**src/rtl/irq_arbiter.sv**
```systemverilog
// Interrupt arbiter in front of CP0: captures rising edges into sticky pending bits, masks them,
// picks the lowest eligible index and drives ir_in through a request/taken/ERET handshake.
module irq_arbiter #(
  parameter int unsigned N_SRC = 8,
  parameter int unsigned ID_W  = 3,
  parameter int unsigned CNT_W = 16
) (
  input  logic             clk,
  input  logic             rst,
  input  logic [N_SRC-1:0] irq_src,
  input  logic             mask_we,
  input  logic [N_SRC-1:0] mask_wdata,
  output logic [N_SRC-1:0] mask,
  output logic [N_SRC-1:0] pending,
  output logic             ir_out,
  input  logic             ir_taken,
  input  logic             eret,
  output logic [ID_W-1:0]  cause_id,
  output logic             busy,
  output logic [CNT_W-1:0] irq_count
);

  typedef enum logic [1:0] {StIdle, StReq, StService} state_e;

  state_e           r_state, w_state_d;
  logic [N_SRC-1:0] r_mask, r_pending, r_prev;
  logic [ID_W-1:0]  r_cause_id, w_cause_id_d;
  logic [CNT_W-1:0] r_count;

  logic [N_SRC-1:0] w_rise, w_elig, w_clr, w_pending_d;
  logic [ID_W-1:0]  w_winner;
  logic             w_take, w_withdraw;

  assign w_rise = irq_src & ~r_prev;
  assign w_elig = r_pending & r_mask;

  // Descending scan so the lowest set index is the last one assigned.
  always_comb begin
    w_winner = '0;
    for (int i = N_SRC - 1; i >= 0; i--) begin
      if (w_elig[i]) w_winner = ID_W'(i);
    end
  end

  assign w_take     = (r_state == StReq) && ir_taken;
  assign w_withdraw = (r_state == StReq) && !ir_taken && mask_we && !mask_wdata[r_cause_id];
  assign w_clr      = w_take ? (N_SRC'(1) << r_cause_id) : '0;
  // A new edge on the bit being cleared must survive.
  assign w_pending_d = (r_pending & ~w_clr) | w_rise;

  always_comb begin
    w_state_d    = r_state;
    w_cause_id_d = r_cause_id;
    unique case (r_state)
      StIdle: begin
        if (w_elig != '0) begin
          w_state_d    = StReq;
          w_cause_id_d = w_winner;
        end
      end
      StReq: begin
        if (w_take)          w_state_d = StService;
        else if (w_withdraw) w_state_d = StIdle;
      end
      StService: begin
        if (eret) w_state_d = StIdle;
      end
      default: w_state_d = StIdle;
    endcase
  end

  always_ff @(posedge clk) begin
    if (rst) begin
      r_state    <= StIdle;
      r_mask     <= '0;
      r_pending  <= '0;
      r_prev     <= '0;
      r_cause_id <= '0;
      r_count    <= '0;
    end else begin
      r_state    <= w_state_d;
      r_pending  <= w_pending_d;
      r_prev     <= irq_src;
      r_cause_id <= w_cause_id_d;
      if (mask_we) r_mask <= mask_wdata;
      if (w_take && (r_count != '1)) r_count <= r_count + CNT_W'(1);
    end
  end

  assign mask      = r_mask;
  assign pending   = r_pending;
  assign ir_out    = (r_state == StReq);
  assign busy      = (r_state != StIdle);
  assign cause_id  = r_cause_id;
  assign irq_count = r_count;

endmodule

```
**config.mk**
```make
export PLATFORM = sky130hd
export DESIGN_NAME = irq_arbiter
export DESIGN_NICKNAME = d
export VERILOG_FILES = /design/src/rtl/irq_arbiter.sv
export SDC_FILE = /design/constraint.sdc
export NUM_CORES = 1
export LEC_CHECK = 0
export BUFFER_PORTS_ARGS = -buffer_cell sky130_fd_sc_hd__clkbuf_2
export CAP_MARGIN = 25
export CORE_ASPECT_RATIO = 1.5
export CORE_MARGIN = 4
export CORE_UTILIZATION = 46
export CTS_CLUSTER_DIAMETER = 120
export CTS_CLUSTER_SIZE = 16
export DETAILED_ROUTE_END_ITERATION = 10
export MAX_ROUTING_LAYER = met4
export PLACE_DENSITY = 0.78
export SLEW_MARGIN = 10
export SYNTH_ARGS = -nofsm -noshare
export SYNTH_HDL_FRONTEND = slang
export SYNTH_SLANG_ARGS = --single-unit
```
**constraint.sdc**
```tcl
create_clock -name clk -period 1.6 [get_ports clk]
set_input_delay 0.32 -clock clk [delete_from_list [all_inputs] [get_ports clk]]
set_output_delay 0.32 -clock clk [all_outputs]
set_load 0.02 [all_outputs]
```
After elaboration in Yosys (flattened, before gate mapping)
Index checks and enable logic that the tools add are counted.
{ "word_totals": {"register_bits": 45, "out_inout_bits": 37, "word_cells": 49} }
{ "op_classes": {"addsub": 1, "order_cmp": 1, "n_eq_ne": 6, "shifts": 1, "n_mux": 16, "bitwise": 6, "reduce_logical": 12} }
{ "ops": {"columns": ["op", "n"], "rows": [
  ["AND 8 bit", 3],
  ["two-way mux 3 bit", 8],
  ["adder 16 x 1 -> 16 bit (second input constant)", 1],
  ["!= test 16 bit (second input constant)", 1],
  ["inverter 8 bit", 2],
  ["two-way mux 2 bit", 4],
  ["two-way mux 8 bit", 1],
  ["OR 8 bit", 1],
  ["nonzero test 8 bit", 1],
  ["<< shifter 1 x 3 -> 8 bit (first input constant)", 1],
  ["case mux 2 bit (3 select lines)", 1],
  ["logical AND 1 bit", 5],
  ["less-than comparator 3 x 4 -> 1 bit (second input constant)", 1],
  ["!= test 2 bit (second input constant)", 2],
  ["binary-select mux 1 bit (select 3 bit)", 1],
  ["!= test 3 x 1 -> 1 bit (second input constant)", 1],
  ["AND reduction 3 bit", 1],
  ["== test 2 x 1 -> 1 bit (second input constant)", 1],
  ["== test 2 bit (second input constant)", 1],
  ["zero test 1 bit", 2],
  ["zero test 2 bit", 1],
  ["AND reduction 2 bit", 1],
  ["nonzero test 2 bit", 1],
  ["two-way mux 1 bit", 1]
]} }

Longest topological paths before layout
{ "logic_depth": {"depth_word": 9, "ltp_mapped": 7, "ltp_nobuf": 5} }

Least setup slack after synthesis
OpenSTA, ideal clock, no wires.
{ "synth_timing": {"kind": "reg-to-reg", "startpoint": "register r_count[0] (netlist: irq_count[0])", "endpoint": "register r_count[12] (netlist: irq_count[12])", "t_arrival_ns": 1.837, "t_required_ns": 1.530, "path_slack_ns": -0.308, "stages_incl_launch_ff": 6, "path_buffers": 0, "path_cell_list": "dfxtp_1 ha_1 nand2_1 or4b_4 or4_1 a21oi_1"} }
{ "synth_between": {"elab_chain_cells": 2, "word_cells_on_any_way": 3} }
{ "synth_rtl": {"columns": ["element", "line_no", "rtl"], "rows": [
  ["start: declaration", "28", "logic [CNT_W-1:0] r_count;"],
  ["start signal: assignment", "86", "if (w_take && (r_count != '1)) r_count <= r_count + CNT_W'(1);"],
  ["parallel branches: the longest is 2 deep, another holds adder 16 x 1 -> 16 bit", null, null]
]} }
Parallel ways; which one is timed is not known.
A chain may end at the register's enable or synchronous reset.

Final worst setup path
{ "layout_timing": {"startpoint": "register r_state[1]", "endpoint": "register r_count[12] (netlist: irq_count[12])"} }
{ "layout_between": {"elab_chain_cells": 3} }
{ "layout_rtl": {"columns": ["element", "line_no", "rtl"], "rows": [
  ["start: declaration", "25", "state_e r_state, w_state_d;"],
  ["start signal: assignment", "74", "r_state <= StIdle;"],
  ["start signal: assignment", "81", "r_state <= w_state_d;"],
  ["== test 2 x 1 -> 1 bit", "45", "assign w_take = (r_state == StReq) && ir_taken;"],
  ["logical AND 1 bit", "45", null],
  ["logical AND 1 bit", "86", null]
]} }
Every way passes these cells.

==> results.json <==
{
  "status": "finished with violations",
  "violations": "setup timing",
  "antenna_found_initial": 0,
  "io-pin-count": 58,
  "total_power_w": 0.00232,
  "final.period_utilization_pct": 108,
  "p_leak_nw": 1.27,
  "gp_congestion": 0.872,
  "antenna_left": 0,
  "cts_root_buf": "clkbuf_8",
  "worstPathArrival_ps": 1950,
  "final_max_slew_viol_count": 0,
  "worst_slack_ps": -124,
  "wl_per_cell_um": 16.6,
  "drt_pass1_iterations": 4,
  "crit_cells": 4,
  "critPathKind": "reg2reg",
  "grt_pass1_vias": 2156,
  "max_freq_mhz": 580,
  "core_area_um2": 4250,
  "timing.setup.tns_ps": -368,
  "start_util_pct": 47.9,
  "fill_cells": 335,
  "cts_tree": "done",
  "relSlewSlack_pct": 59.3,
  "startpoint_type": "register",
  "crit_path_end_kind": "register",
  "layout_common_cells": "56 x clkbuf_2, 48 x buf_4, 29 x dfxtp_1",
  "rows": 29,
  "grt_overflow": 0,
  "yosysSeqAreaShare_pct": 44.3,
  "synth-async-reset-ratio_pct": 0,
  "die_area_um2": 5570,
  "utilization_pct": 68.8,
  "cts.clk_slew.worst_paths_ps": 80,
  "viasPerCell": 5.81,
  "route.vias.total": 2173,
  "cp_slowest_cell": "or4b_4",
  "layout_commonest_cell": "clkbuf_2",
  "synth.distinct_cells": 39,
  "vdd_drop_max_mv": 0.685,
  "hp-start": "irq_src[2]",
  "dp_hpwl_um": 4490,
  "rsz0062_at_grt": "yes",
  "reg2reg_from": "r_state[1]",
  "synth_flop_cell": "dfxtp_1",
  "setup_viol": 10,
  "reg2reg_depth": 4,
  "power.density_nw_per_um2": 795,
  "hp-class": "in2reg",
  "grt_max_degree": 24,
  "worstHoldPathCells": 2,
  "drv_cap": 0,
  "synth.avg_cell_area_um2": 9.04,
  "die_x_um": 62.3,
  "max_slew.worst_pin.slew_ps": 611,
  "synthCells": 225,
  "grt_first_pass_wirelength_um": 9940,
  "drive_above_1_share_pct": 48.2,
  "clkLatencyLatePin_ps": 300,
  "synthToLayoutAreaGrowth_pct": 43.8,
  "path_cells": "nand3b_4 > or4b_4 > or4_4 > a21oi_2",
  "fp.dieH_um": 89.4,
  "synth_nets": 247,
  "h-tree-depth": 2,
  "slowest_delay_ps": 580,
  "cts_buffer_depth": 2,
  "ys_ff_latch": 45,
  "numPortBuffers": 57,
  "drc": 0,
  "synth_edf_count": 0,
  "path_delay_family": "simple AND/OR/NAND/NOR gates",
  "netlist_area_um2": 2030,
  "finalWirelength_um": 6210,
  "skew_ps": 4.04,
  "cts.sinks": 45,
  "whs_ps": 248,
  "grt_use_total_pct": 23.0,
  "cts_buffers": 5,
  "critical_path_buf_inv_count": 0,
  "cp_max_fo": 5,
  "dp_worst_setup_slack_ps": -109,
  "nets": 349,
  "finalHoldViolCount": 0,
  "ys_warn_count": 0,
  "setup.worst_path.start": "r_state[1]",
  "final.min_clock_period_ps": 1720,
  "cp.required_ps": 1820,
  "n_antenna_cell": 0,
  "drt_iter0_drc": 135
}
## metrics by stage
stage | area, um^2 | std cells
global placement | 2710 | 362
finish | 2920 | 374
detailed placement | 2710 | 362
floorplan | 2090 | 225
global route | 2920 | 374
CTS | 2830 | 371
## layout make-up
type | count | area, um^2 | area share, %
Clock buffer | 6 | 72.6 | 2.48
Clock inverter | 2 | 10.0 | 0.342
Inverter | 5 | 18.8 | 0.642
Multi-Input combinational cell | 164 | 1170 | 40.2
Sequential cell | 45 | 926 | 31.7
Tap cell | 46 | 57.6 | 1.97
Timing Repair Buffer | 106 | 663 | 22.7
## path summary, 6_finish.rpt
| check | endpoint | slack, ps |
|---|---|---|
| worst max register to register | irq_count[12] | -120 |
| worst min register to register | pending[2] | 490 |
| worst min-delay path | r_prev[2] | 250 |
| worst max-delay path | irq_count[12] | -120 |
## synth_stat cells (4+ instances only)
| cell | count | area, um^2 |
|---|---|---|
| a21oi_1 | 24 | 120 |
| nor2b_1 | 11 | 68.8 |
| mux2i_1 | 8 | 80.1 |
| nand3_1 | 8 | 40.0 |
| or4_1 | 8 | 60.1 |
| nand4_1 | 5 | 31.3 |
| or3_1 | 5 | 31.3 |
| clkbuf_1 | 7 | 26.3 |
| nand2b_1 | 10 | 62.6 |
| o31ai_1 | 12 | 90.1 |
| o21ai_0 | 12 | 60.1 |
| nor2_1 | 14 | 52.6 |
| inv_1 | 5 | 18.8 |
| a22o_1 | 4 | 35.0 |
| nand2_1 | 15 | 56.3 |
| dfxtp_1 | 45 | 901 |
## registers in the layout, summed over array words and instances (netlist names)
name	cells
pending	8
irq_count	16
mask	8
cause_id	3
r_prev	8
r_state	2
## logic make-up after synthesis
| family | share of synthesized area, % |
|---|---|
| compound gates | 18.8 |
| fa+ha+maj | 0.615 |
| buf+inv | 3.26 |
| flops | 44.3 |
| mux | 7.26 |
| simple gates | 25.7 |
## what timing repair did
item	4_1_cts	5_1_grt
setup buffers	1	3
setup endpoints to repair	9	16
resized for setup	8	18
pin swaps	1	9
hold buffers	0	0
## report_power, final
group | internal [W] | switching, W | leakage (nW)
combinational | 0.000191 | 0.000231 | 0.842
sequential | 0.00117 | 0.0000501 | 0.378
clock | 0.000303 | 0.000377 | 0.0450
## routing by layer
metal  share of wire (%)  GRT usage [%]
met5                   0              -
met3                 5.8           4.15
met1                  36           23.0
met2                  53           42.1
met4                 4.7           12.7
Note: power is estimated with default switching activity, not from simulation.
